===== config.mk =====
export PLATFORM = sky130hd
export DESIGN_NAME = periodic_gen
export DESIGN_NICKNAME = d
export VERILOG_FILES = /design/src/rtl/periodic_pkg.sv /design/src/rtl/clk_prescaler.sv /design/src/rtl/periodic_gen.sv
export SDC_FILE = /design/constraint.sdc
export NUM_CORES = 1
export LEC_CHECK = 0
export ABC_AREA = 1
export CAP_MARGIN = 20
export CORE_UTILIZATION = 50
export DETAILED_ROUTE_END_ITERATION = 6
export PLACE_DENSITY_LB_ADDON = 0.12
export SLEW_MARGIN = 20
export SYNTH_ARGS = -nofsm -noshare
export SYNTH_HDL_FRONTEND = slang
export SYNTH_SLANG_ARGS = --single-unit

===== constraint.sdc =====
create_clock -name clk -period 4.45 [get_ports clk]
set_input_delay 0.89 -clock clk [delete_from_list [all_inputs] [get_ports clk]]
set_output_delay 0.89 -clock clk [all_outputs]
set_load 0.02 [all_outputs]

===== src/rtl/periodic_pkg.sv =====
// Shared definitions for the periodic_gen timer/PWM channel.
package periodic_pkg;

  localparam int unsigned DEF_WIDTH     = 8;
  localparam int unsigned DEF_PRE_WIDTH = 4;

  typedef enum logic [1:0] {
    MODE_PULSE   = 2'b00,
    MODE_SQUARE  = 2'b01,
    MODE_PWM     = 2'b10,
    MODE_ONESHOT = 2'b11
  } mode_e;

endpackage


===== src/rtl/clk_prescaler.sv =====
// Programmable prescaler: asserts step on every (div+1)-th enabled cycle.
module clk_prescaler #(
  parameter int unsigned PRE_WIDTH = 4
) (
  input  logic                 clk,
  input  logic                 rst,
  input  logic                 en,
  input  logic                 clr,
  input  logic [PRE_WIDTH-1:0] div,
  output logic                 step
);

  logic [PRE_WIDTH-1:0] cnt_q, cnt_d;
  logic                 hit;

  always_comb begin
    hit   = (cnt_q == div);
    step  = en && hit;
    cnt_d = cnt_q;
    if (clr) begin
      cnt_d = '0;
    end else if (en) begin
      cnt_d = hit ? '0 : cnt_q + 1'b1;
    end
  end

  always_ff @(posedge clk) begin
    if (rst) begin
      cnt_q <= '0;
    end else begin
      cnt_q <= cnt_d;
    end
  end

endmodule


===== src/rtl/periodic_gen.sv =====
// Reloadable up-counter behind a prescaler, with shadowed configuration and
// pulse / square / PWM / one-shot waveform output. All outputs registered.
module periodic_gen
  import periodic_pkg::*;
#(
  parameter int unsigned WIDTH     = DEF_WIDTH,
  parameter int unsigned PRE_WIDTH = DEF_PRE_WIDTH
) (
  input  logic                 clk,
  input  logic                 rst,
  input  logic                 en,
  input  logic                 load,
  input  logic                 start,
  input  logic [WIDTH-1:0]     ld_num,
  input  logic [WIDTH-1:0]     cmp,
  input  logic [PRE_WIDTH-1:0] presc,
  input  logic [1:0]           mode,
  output logic [WIDTH-1:0]     cnt,
  output logic                 tick,
  output logic                 wave,
  output logic                 busy
);

  logic [WIDTH-1:0]     ld_sh_q, ld_sh_d;
  logic [WIDTH-1:0]     cmp_sh_q, cmp_sh_d;
  logic [PRE_WIDTH-1:0] presc_sh_q, presc_sh_d;
  mode_e                mode_sh_q, mode_sh_d;
  logic [WIDTH-1:0]     cnt_q, cnt_d;
  logic                 tick_q, tick_d;
  logic                 wave_q, wave_d;
  logic                 busy_q, busy_d;

  logic start_ok, run, ps_en, ps_clr, step, wrap;

  clk_prescaler #(
    .PRE_WIDTH(PRE_WIDTH)
  ) u_presc (
    .clk (clk),
    .rst (rst),
    .en  (ps_en),
    .clr (ps_clr),
    .div (presc_sh_q),
    .step(step)
  );

  always_comb begin
    start_ok = (mode_sh_q == MODE_ONESHOT) && start && !busy_q;
    // An idle one-shot must not advance, so the prescaler is frozen too.
    run      = (mode_sh_q != MODE_ONESHOT) || busy_q;
    ps_en    = en && run;
    ps_clr   = load || start_ok;
    wrap     = step && (cnt_q == '1);

    ld_sh_d    = ld_sh_q;
    cmp_sh_d   = cmp_sh_q;
    presc_sh_d = presc_sh_q;
    mode_sh_d  = mode_sh_q;
    cnt_d      = cnt_q;
    tick_d     = 1'b0;
    wave_d     = wave_q;
    busy_d     = busy_q;

    if (load) begin
      ld_sh_d    = ld_num;
      cmp_sh_d   = cmp;
      presc_sh_d = presc;
      mode_sh_d  = mode_e'(mode);
      cnt_d      = ld_num;
      wave_d     = 1'b0;
      busy_d     = 1'b0;
    end else if (start_ok) begin
      cnt_d  = ld_sh_q;
      busy_d = 1'b1;
      wave_d = 1'b1;
    end else begin
      if (wrap) begin
        ld_sh_d  = ld_num;
        cmp_sh_d = cmp;
        tick_d   = 1'b1;
        if (mode_sh_q == MODE_ONESHOT) begin
          busy_d = 1'b0;
        end else begin
          cnt_d = ld_num;
        end
      end else if (step) begin
        cnt_d = cnt_q + 1'b1;
      end

      // PWM compares against the value cnt will show, keeping wave aligned with cnt.
      unique case (mode_sh_q)
        MODE_PULSE:   wave_d = tick_d;
        MODE_SQUARE:  if (wrap) wave_d = ~wave_q;
        MODE_PWM:     if (en) wave_d = (cnt_d < cmp_sh_d);
        MODE_ONESHOT: wave_d = busy_d;
      endcase
    end
  end

  always_ff @(posedge clk) begin
    if (rst) begin
      ld_sh_q    <= '0;
      cmp_sh_q   <= '0;
      presc_sh_q <= '0;
      mode_sh_q  <= MODE_PULSE;
      cnt_q      <= '0;
      tick_q     <= 1'b0;
      wave_q     <= 1'b0;
      busy_q     <= 1'b0;
    end else begin
      ld_sh_q    <= ld_sh_d;
      cmp_sh_q   <= cmp_sh_d;
      presc_sh_q <= presc_sh_d;
      mode_sh_q  <= mode_sh_d;
      cnt_q      <= cnt_d;
      tick_q     <= tick_d;
      wave_q     <= wave_d;
      busy_q     <= busy_d;
    end
  end

  assign cnt  = cnt_q;
  assign tick = tick_q;
  assign wave = wave_q;
  assign busy = busy_q;

endmodule


### Word-level counts from Yosys, hierarchy flattened

Cells that the tools add are included.

* add/subtract/negate cells: 2
* multiply operators: 0
* div/mod/pow operators: 0
* $lt $le $gt $ge: 1
* equality and inequality tests: 9
* shifts and indexed selects: 0
* mux-type cells: 24
* bitwise logic cells: 1
* reduce and logical (&&, ||, !) cells: 15

Operators by type and width (count)
* $mux 8: 15
* $add 8x1->8 const B: 1
* $eq 8x8->1 const B: 1
* $lt 8x8->1: 1
* $mux 1: 7
* $ne 3x3->1 const B: 2
* $logic_and 1x1->1: 5
* $add 4x1->4 const B: 1
* $eq 2x2->1 const B: 2
* $eq 4x4->1: 1
* $mux 4: 1
* $ne 2x2->1 const B: 2
* $pmux 1 s4: 1
* $reduce_and 2->1: 2
* $reduce_or 2->1: 2
* $reduce_or 3->1: 1
* $eq 2x1->1 const B: 1
* $logic_not 2->1: 1
* $logic_or 1x1->1: 2
* $reduce_bool 2->1: 1
* $logic_not 1->1: 1
* $not 1->1: 1

* bits in registers: 37
* bits in latches: 0
* memory bits (writable): 0
* ROM bits: 0
* bits of input ports: 27
* output and inout port bits: 11
* word-level logic and storage cells: 61
* memories kept: 0

### Longest topological paths before layout

Gate-level depths: netlist (run 1).

* depth in word-level cells: 12
* mapped depth: 21
* mapped depth without buffers: 21

### Hierarchy

Synthesis (run 1) repeated with hierarchy kept, for this count alone.

* cells, all modules: 333
* area, all modules: 2204.6 um^2

By module, submodules not included
* periodic_gen: instances 1, cells an instance 297, area each 1955.6 um^2, seq. area each 660.6 um^2
* clk_prescaler: instances 1, cells an instance 36, area each 249.0 um^2, seq. area each 80.1 um^2

### Worst setup path after synthesis (run 1)

OpenSTA, ideal clock, no wires.

* path kind: input to register
* start point: in en
* end point: reg wave_q, in the netlist wave
* library setup time: 0.056 ns
* data arrival time: 2.578 ns
* required time: 4.394 ns
* setup slack: 1.816 ns
* cell stages on the path: 14
* path buffers: 0
* cell sequence: inv_1 -> nor2_4 -> inv_2 -> nor2_8 -> nand4_2 -> a21oi_1 -> o21ai_2 -> ha_1 -> a211oi_1 -> and3_1 -> nand2_1 -> nand3_1 -> nand2_1 -> inv_1

* cells in the longest elaborated chain, start to end: 10
* elaborated cells on any way between the ends: 19
* classes of those cells: 1 x order compare; 2 x eq/ne; 12 x mux; 4 x reduce/logical

Ends and longest elaborated chain
* from (decl): line periodic_gen.sv:11 `input logic en,`
* $logic_and 1x1->1: line periodic_gen.sv:50 `ps_en = en && run;`
* $logic_and 1x1->1: line clk_prescaler.sv:18 `step = en && hit;`
* $mux 8 / $logic_and 1x1->1 (equally long branches): line periodic_gen.sv:85, periodic_gen.sv:52
* $mux 8: line periodic_gen.sv:76 `if (wrap) begin`
* $mux 8: line periodic_gen.sv:71 `end else if (start_ok) begin`
* $mux 8: line periodic_gen.sv:63 `if (load) begin`
* $lt 8x8->1: line periodic_gen.sv:93 `MODE_PWM: if (en) wave_d = (cnt_d < cmp_sh_d);`
* $mux 1: line periodic_gen.sv:93
* $pmux 1 s4: line periodic_gen.sv:90 `unique case (mode_sh_q)`
* $mux 1: line periodic_gen.sv:71
* to (signal assigned): line periodic_gen.sv:116 `wave_q <= wave_d;`
* to (decl): line periodic_gen.sv:30 `logic wave_q, wave_d;`

Parallel ways exist; a longest one is shown, timed or not. The select of a mux whose other input is x is not followed.
A chain may end at the register's enable or synchronous reset.

### Final worst setup path (run 1)

Ends and elaborated chain as after synthesis.

==> out/results.ini, run 1 <==
[final_layout]
multi_input_comb_area_mm2=0.001259
syn2layout_area_growth_pct=21.77
nFillCells=406
nets=412
drive_gt1_share_pct=9.309
ff_latch_area_um2=740.7
stdcell_count=428
design_area_mm2=0.002758
n_antenna_cell=0

[die]
io_pins=38
die_w_um=69.30
die_h_um=69.30
core_mm2=0.004354
row_count=24
initial_core_util_pct=52.01
die_area_mm2=0.004802

[pwr]
power_frac_comb_pct=20.7
p_sw_share_pct=29.15
ir_worst_vdd_mv=0.1561
p_int_mw=0.5420
p_leak_nw=1.303
p_seq_share_pct=47.6
power_density_mw_per_mm2=277.4
p_sw_mw=0.2230
clkPwrFrac_pct=31.7

[sta]
setup_viol=0
worstMarginPinSlew_ns=0.6361
min_period_over_period_pct=71.24
finalClockSkew_ns=0.005209
fmax_mhz=315.5
min_period_ns=3.170
hold_violations=0
relSlewSlack_pct=57.43
drv_slew=0
postLayoutSetupSlackWorst_ns=1.280
setup_tns_ns=0
grt_setup_unrepaired=false

[route]
vias=2207
drt-total-wl_um=5431
drcViolationCount=0
first_pass_iters=6
wire_per_inst_um=12.69
ant_nets=0
drt_iter0_markers=95
vias_per_cell=5.157

[critical_path]
crit_path_end_kind=flop
cp_slowest_cell=clkdlybuf4s50_1
cpPeakStageDelay_ns=0.50
path_cells=clkdlybuf4s50_1, inv_1, nor2_4, nand4_2, o21ai_1, inv_1, ha_1, a211oi_1, and3_1, nand2_1, nand3_1, nand2_1, inv_1
crit_type=in -> reg
worst-r2r-cell-count=13
crit_fanout=20
rr_endpoint=wave$_SDFFE_PP0P_
worstPathRequired_ns=4.70
worstSetupStartpointType=primary input
reg2reg_slack_ns=1.70
crit_top_cell=inv_1
cp_data_arrival_time_ns=3.42
crit-reg2reg-launch=cnt[1]$_SDFF_PP0_

[hold_path]
min-delay-start=presc_sh_q[0]$_SDFFE_PP0P_
holdPathStages=2
hold_path.class=reg -> reg
hold_end=presc_sh_q[0]$_SDFFE_PP0P_

[logic_synthesis]
async_flop_share_pct=0
synth_commonest_cells=nand2_1 (91), inv_1 (52), dfxtp_1 (37)
synth_area_leaders=dfxtp_1 (33%), nand2_1 (15%), inv_1 (8.6%)
synth_cells=339
yosysMostFrequentCell=nand2_1
synth_top_area_cell=dfxtp_1
ys_ff_latch=37
netlist.area_leader.share_pct=32.71
netlist_area_mm2=0.002265
yosys_warnings=0
ys.flop_type=dfxtp_1
synth_enable_flop_cells=0
syn_nets=375
synth-seq-area-share_pct=32.71
ys_types=34
postSynthAreaPerCell_um2=6.680

[clock_network]
clock_sinks=37
cts_setup_buffers=0
cts_hold_buf=0
cts.clk_slew.worst_paths_ns=0.07
clock_tree.root_cell=clkbuf_8
cts_tree=yes
clockBufferDepth=2
ctsResizeCount=0
cts_max_level=2
cts_made_buffers=5
clk_latency_ns=0.30

[placement]
hpwl_um=4082
dp_slack_ns=0.9631
placed_cell_area_mm2=0.002671
dp.cells=421
io_buffers=37
place_congestion=0.9603

[job]
cap_viol_max_count=0

[global_routing]
antenna_found_initial=0
use_met1_pct=32.58
grt_max_degree=27
globalRouteMet3Util_pct=4.215
use_met2_pct=39.37
grt_pass1_wl_um=9384
grt_pass1_vias=2056
top_usage_layer=met2
track_usage_pct=24.56
gr-total-overflow=0

[outcome]
status=complete, no violations

[logic make-up (layout without fill, tap and decap cells)]
kind of cell | Yosys count | count (layout) | share of synthesized area [%]
XOR/XNOR | 3 | 3 | 1.160
adder cells (fa/ha/maj) | 9 | 9 | 4.972
AO/OA/AOI/OAI | 85 | 85 | 20.83
buffers and inverters | 68 | 105 | 11.71
multiplexers | 1 | 1 | 0.4420
flip-flops | 37 | 37 | 32.71
AND/OR/NAND/NOR | 136 | 136 | 28.18
[per-stage QoR]
stage,utilization [%],hold slack (ns),power (mW)
6_report,63.33,0.4721,0.7650
5_1_grt,63.33,0.5066,0.8030
4_1_cts,63.33,0.4742,0.7691
3_5_place_dp,61.35,0.4634,0.5301
3_3_place_gp,61.35,0.4590,0.5272
2_1_floorplan,-,0.4470,0.4690
[state kept, by name, summed over array words and instances, names as in the netlist]
signal         cells
u_presc.cnt_q      4
ld_sh_q            8
busy               1
mode_sh_q          2
presc_sh_q         4
wave               1
tick               1
cnt                8
cmp_sh_q           8
[how the worst max path moves through the flow]
stage,startpoint,endpoint,slack [ns],cells past startpoint
after global placement,en,wave$_SDFFE_PP0P_,1.03,13
after CTS,en,wave$_SDFFE_PP0P_,1.27,13
after floorplan,en,wave$_SDFFE_PP0P_,1.82,14
after global routing,en,wave$_SDFFE_PP0P_,0.94,13
after detailed placement,en,wave$_SDFFE_PP0P_,0.96,13
final,en,wave$_SDFFE_PP0P_,1.28,13
[power groups by stage]
stage | logic, mW | clock network (mW) | registers (mW)
5_1_grt | 0.179 | 0.257 | 0.366
6_report | 0.159 | 0.242 | 0.364
2_1_floorplan | 0.0943 | 0 | 0.375
4_1_cts | 0.159 | 0.246 | 0.364
3_3_place_gp | 0.156 | 0 | 0.371
3_5_place_dp | 0.159 | 0 | 0.372
[critical path, delay by kind of cell]
kind,cells,cell delay [ns]
AO/OA/AOI/OAI,2,0.52
adder cells (fa/ha/maj),1,0.32
buffers and inverters,4,0.70
AND/OR/NAND/NOR,6,1.00
[layer usage]
metal	part of all wire, %	wire (um)	up-vias
met4	1.9	104	0
met2	46	2482	55
met5	0	0	-
met3	5.6	305	10
met1	47	2538	980
li1	-	-	1162
[layout by cell type, fill, tap and decap left out, types with 9 or more instances in the layout]
master           netlist  layout
nand2_1               91      91
dfxtp_1               37      37
a21oi_1               31      31
nor2_1                13      13
nand3_1                9       9
ha_1                   9       9
o21ai_0               28      28
o21ai_1               13      13
clkdlybuf4s50_1        0      37
inv_1                 52      52
[cell type report]
type / instances / share of cell area (%)
Multi-Input combinational cell: 234 / 45.64
Sequential cell: 37 / 26.86
Timing Repair Buffer: 39 / 13.97
Inverter: 59 / 8.031
Clock buffer: 7 / 3.131
Tap cell: 52 / 2.359
(Power assumes the default switching activity.)
==> run 2: changes to the inputs <==
clock period = 3 ns   (was 4.45 ns; I/O delays follow)
==> out/results.ini, run 2 (synthesis results as in run 1) <==
[outcome]
status=complete, no violations

[critical_path]
crit_top_cell=inv_1
crit_type=in -> reg
cp_slowest_cell=clkdlybuf4s50_1
worst-r2r-cell-count=13
path_delay_family=buffers and inverters
rr_endpoint=wave$_SDFFE_PP0P_
crit-reg2reg-launch=cnt[1]$_SDFF_PP0_
worstPathRequired_ns=3.24
worstSetupStartpointType=primary input
cp_data_arrival_time_ns=2.91
reg2reg_slack_ns=0.48
crit_fanout=5
cpPeakStageDelay_ns=0.50
critPathBufInv=5
path_cells=clkdlybuf4s50_1, inv_1, nor2_4, inv_2, nor2_8, nand4_2, o21ai_1, inv_1, o21ai_2, ha_1, a211oi_1, and3_1, nand2_1, nand3_1, nand2_1, inv_1
crit_path_end_kind=flop

[global_routing]
antenna_found_initial=0
grt_pass1_vias=2114
grt_max_degree=20
grt_pass1_wl_um=9708
gr-total-overflow=0
track_usage_pct=25.24

[clock_network]
cts_setup_buffers=0
cts_hold_buf=0
ctsResizeCount=0
cts.clk_slew.worst_paths_ns=0.07
clockBufferDepth=2
cts_max_level=2
cts_made_buffers=5
clk_latency_ns=0.29
clock_tree.root_cell=clkbuf_8
clock_sinks=37
cts_tree=yes

[placement]
dp.cells=425
dp_slack_ns=0.07271
hpwl_um=4171
place_congestion=0.9199
io_buffers=37

[sta]
grt_setup_unrepaired=false
finalClockSkew_ns=0.002956
relSlewSlack_pct=63.94
setup_viol=0
hold_violations=0
setup_tns_ns=0
worstMarginPinSlew_ns=0.5403
postLayoutSetupSlackWorst_ns=0.3286
drv_slew=0
whs_ns=0.4766
min_period_ns=2.671
fmax_mhz=374.3
min_period_over_period_pct=89.05

[pwr]
power_density_mw_per_mm2=415.2
ir_worst_vdd_mv=0.2488
p_leak_nw=1.339

[hold_path]
min-delay-start=presc_sh_q[0]$_SDFFE_PP0P_
holdPathStages=2
hold_path.class=reg -> reg
hold_end=presc_sh_q[0]$_SDFFE_PP0P_

[final_layout]
nets=416
syn2layout_area_growth_pct=24.31
final_core_util_pct=64.66
mostFrequentLayoutCells=nand2_1 (91), inv_1 (52), dfxtp_1 (37), clkdlybuf4s50_1 (37), a21oi_1 (31)
drive_gt1_share_pct=10.76
stdcell_count=433
layout_commonest_cell=nand2_1
nFillCells=405
n_antenna_cell=0

[route]
vias=2234
wire_per_inst_um=12.75
drt-total-wl_um=5522
first_pass_iters=4
ant_nets=0
drt_iter0_markers=174
drcViolationCount=0
vias_per_cell=5.159

[die]
io_pins=38
initial_core_util_pct=52.01
die_h_um=69.30
core_mm2=0.004354
row_count=24
die_area_mm2=0.004802
die_w_um=69.30

[job]
cap_viol_max_count=0

## run 2: where the power goes
group | internal [mW] | switching (mW) | leakage [nW]
clock network | 0.208 | 0.180 | 0.0542
registers | 0.519 | 0.0210 | 0.305
logic | 0.106 | 0.135 | 0.979
total | 0.833 | 0.336 | 1.34
## run 2: area by class of cell
class	instances	area (um2)	area share, %
timing repair buffer	43	427.9	15.20
inverter	59	221.5	7.867
multi-input combinational	234	1259	44.71
sequential	37	740.7	26.31
clock inverter	1	5.005	0.1778
clock buffer	7	96.34	3.422
tap	52	65.06	2.311
## run 2: worst max path at each step
| stage | from | endpoint | slack, ns | depth (start not counted) |
|---|---|---|---|---|
| 2_1_floorplan | cnt[1]$_SDFF_PP0_ | wave$_SDFFE_PP0P_ | 0.54 | 15 |
| 3_3_place_gp | en | wave$_SDFFE_PP0P_ | 0.11 | 16 |
| 6_report | en | wave$_SDFFE_PP0P_ | 0.33 | 16 |
| 3_5_place_dp | en | wave$_SDFFE_PP0P_ | 0.07 | 16 |
| 5_1_grt | en | wave$_SDFFE_PP0P_ | 0.11 | 16 |
| 4_1_cts | en | wave$_SDFFE_PP0P_ | 0.35 | 16 |
## run 2: stage by stage
| step | total power [mW] | area, um2 |
|---|---|---|
| floorplan | 0.6957 | 2265 |
| global placement | 0.7870 | 2714 |
| detailed placement | 0.7902 | 2714 |
| CTS | 1.179 | 2815 |
| global route | 1.238 | 2815 |
| finish | 1.169 | 2815 |
## run 2: worst min-delay path: cells and delay by family, from the launching register on
family                 cells  cell delay (ns)
DFF                        1             0.31
buffers and inverters      1             0.06
AOI/OAI and AO/OA          1             0.06
## run 2: layer usage
metal	wire length (um)	share of wire, %	vias to the layer above	global-route usage [%]
met5	0	0	-	0
met4	91	1.6	0	6.576
met3	250	4.5	11	5.087
met2	2626	48	59	41.32
met1	2553	46	994	33.85
li1	-	-	1170	-
==> run 3: changes to the inputs <==
CAP_MARGIN = default   (was 20)
==> results of run 3 <==
No change in the layout: final DEF, timing and power equal those of run 2.
==> RTL change (config.mk and constraints of run 2) <==
The package constant `DEF_WIDTH` goes from 8 to 6.
--- a/src/rtl/periodic_pkg.sv
+++ b/src/rtl/periodic_pkg.sv
@@ -3,3 +3,3 @@
 
-  localparam int unsigned DEF_WIDTH     = 8;
+  localparam int unsigned DEF_WIDTH     = 6;
   localparam int unsigned DEF_PRE_WIDTH = 4;
Interface: changed (resized cmp, cnt and ld_num); port bits go from 38 to 32. No check against the original RTL was run, so the function may have changed too.
==> RTL change against run 2 <==
Sequential cell count decreased by 6. Worst setup slack got worse by 0.054 ns. Power decreased by 20%. Design area fell by 17%. Sequential power fell by 17%. Synthesized area shrank 19%. Clock skew fell by 0.00071 ns. Non-clock buffer count up 3. Synthesized cell count down 19%. Wire length decreased by 21%.
==> RTL change: results <==
group,metric,value,unit
logic_synthesis,yosys-top-cells-count,"nand2_1, inv_1, dfxtp_1",
cts,cts_sinks,31,
drt,drt_iter0_markers,92,
logic_synthesis,synth-xor-area-share,0.9589,%
placement,io_buffers,31,
cts,cts.path.max_buffers,2,
cts,cts_made_buffers,5,
drt,wl_per_cell,11.91,um
logic_synthesis,synth_compound_area_share,18.29,%
layout,n_antenna_cell,0,
logic_synthesis,ys_async_sr_fraction,0,%
logic_synthesis,synth.area.mux_share,0.5479,%
cts,cts.clk_slew.worst_paths,0.09,ns
critical_path,timing.rr.start,"cnt[0]$_SDFF_PP0_",
sta,maxSlewHeadroom,59.13,%
global_routing,grt_max_degree,21,
critical_path,path_max_fanout,4,
sta,max_freq,0.3669,GHz
placement,gp_congestion,0.8951,
critical_path,reg2reg_setup_slack,0.31,ns
logic_synthesis,synthAdderAreaFrac,4.795,%
placement,dp_hpwl,3384,um
run_status,outcome,"complete, no violations",
critical_path,crit_arrival,3.01,ns
min_path,min_path_type,"register to register",
power,peakVddDrop,0.0002808,V
critical_path,worstRegToRegCells,14,
placement,place_area,2280,sq um
cts,clkLatencyLatePin,0.33,ns
min_path,min_from,"presc_sh_q[1]$_SDFFE_PP0P_",
global_routing,grt_pass1_vias,1744,
logic_synthesis,ys_warn_count,0,
drt,num_vias,1887,
min_path,whs_endpoint,"presc_sh_q[1]$_SDFFE_PP0P_",
logic_synthesis,syn_nets,304,
critical_path,crit_path_start,"en",
cts,cts_root_buf,"clkbuf_4",
logic_synthesis,ys_seq_area_share,33.97,%
sta,finClkSkew,0.002249,ns
critical_path,crit_path_end,"wave$_SDFFE_PP0P_",
drt,wl,4372,um
placement,placedCellCount,359,
placement,preCtsSetupSlack,-0.03315,ns
layout,layout-drive-gt1-share,12.46,%
layout,fillCellCount,321,
critical_path,cp_slowest_stage_delay,0.48,ns
sta,fin_hold_ws,0.4814,ns
global_routing,track_usage,24.53,%
global_routing,grt_pass1_wl,7562,um
logic_synthesis,syn-instance-count,274,
logic_synthesis,synthTopCellsByArea,"dfxtp_1, nand2_1, a21oi_1, inv_1, ha_1",
layout,nets,350,
power,p_leak,1.073,nW
## RTL change: layout make-up
class                   count  area, sq um  share of cell area [%]
multi-input cells         195         1025                   43.63
flip-flops and latches     31        620.6                   26.43
repair buffers             46        422.9                   18.01
inverters                  41        153.9                   6.553
clock buffers               8        68.82                   2.930
well taps                  46        57.56                   2.451
## RTL change: metal layers
layer  global-route usage (%)  part of all wire (%)
met4                    6.977                   1.0
met5                        0                     0
met3                    5.109                   5.4
met1                    29.51                    47
met2                    43.61                    47
## RTL change: where the power goes
part	total [mW]	internal [mW]	switching [mW]	leakage [nW]
clock	0.279	0.138	0.141	0.0386
combinational	0.210	0.0962	0.114	0.779
sequential	0.449	0.434	0.0151	0.255
## RTL change: logic make-up after synthesis
group | Yosys count
xor+xnor | 2
buf+inv | 48
mux | 1
flops | 31
simple gates | 124
compound gates | 61
fa+ha+maj | 7
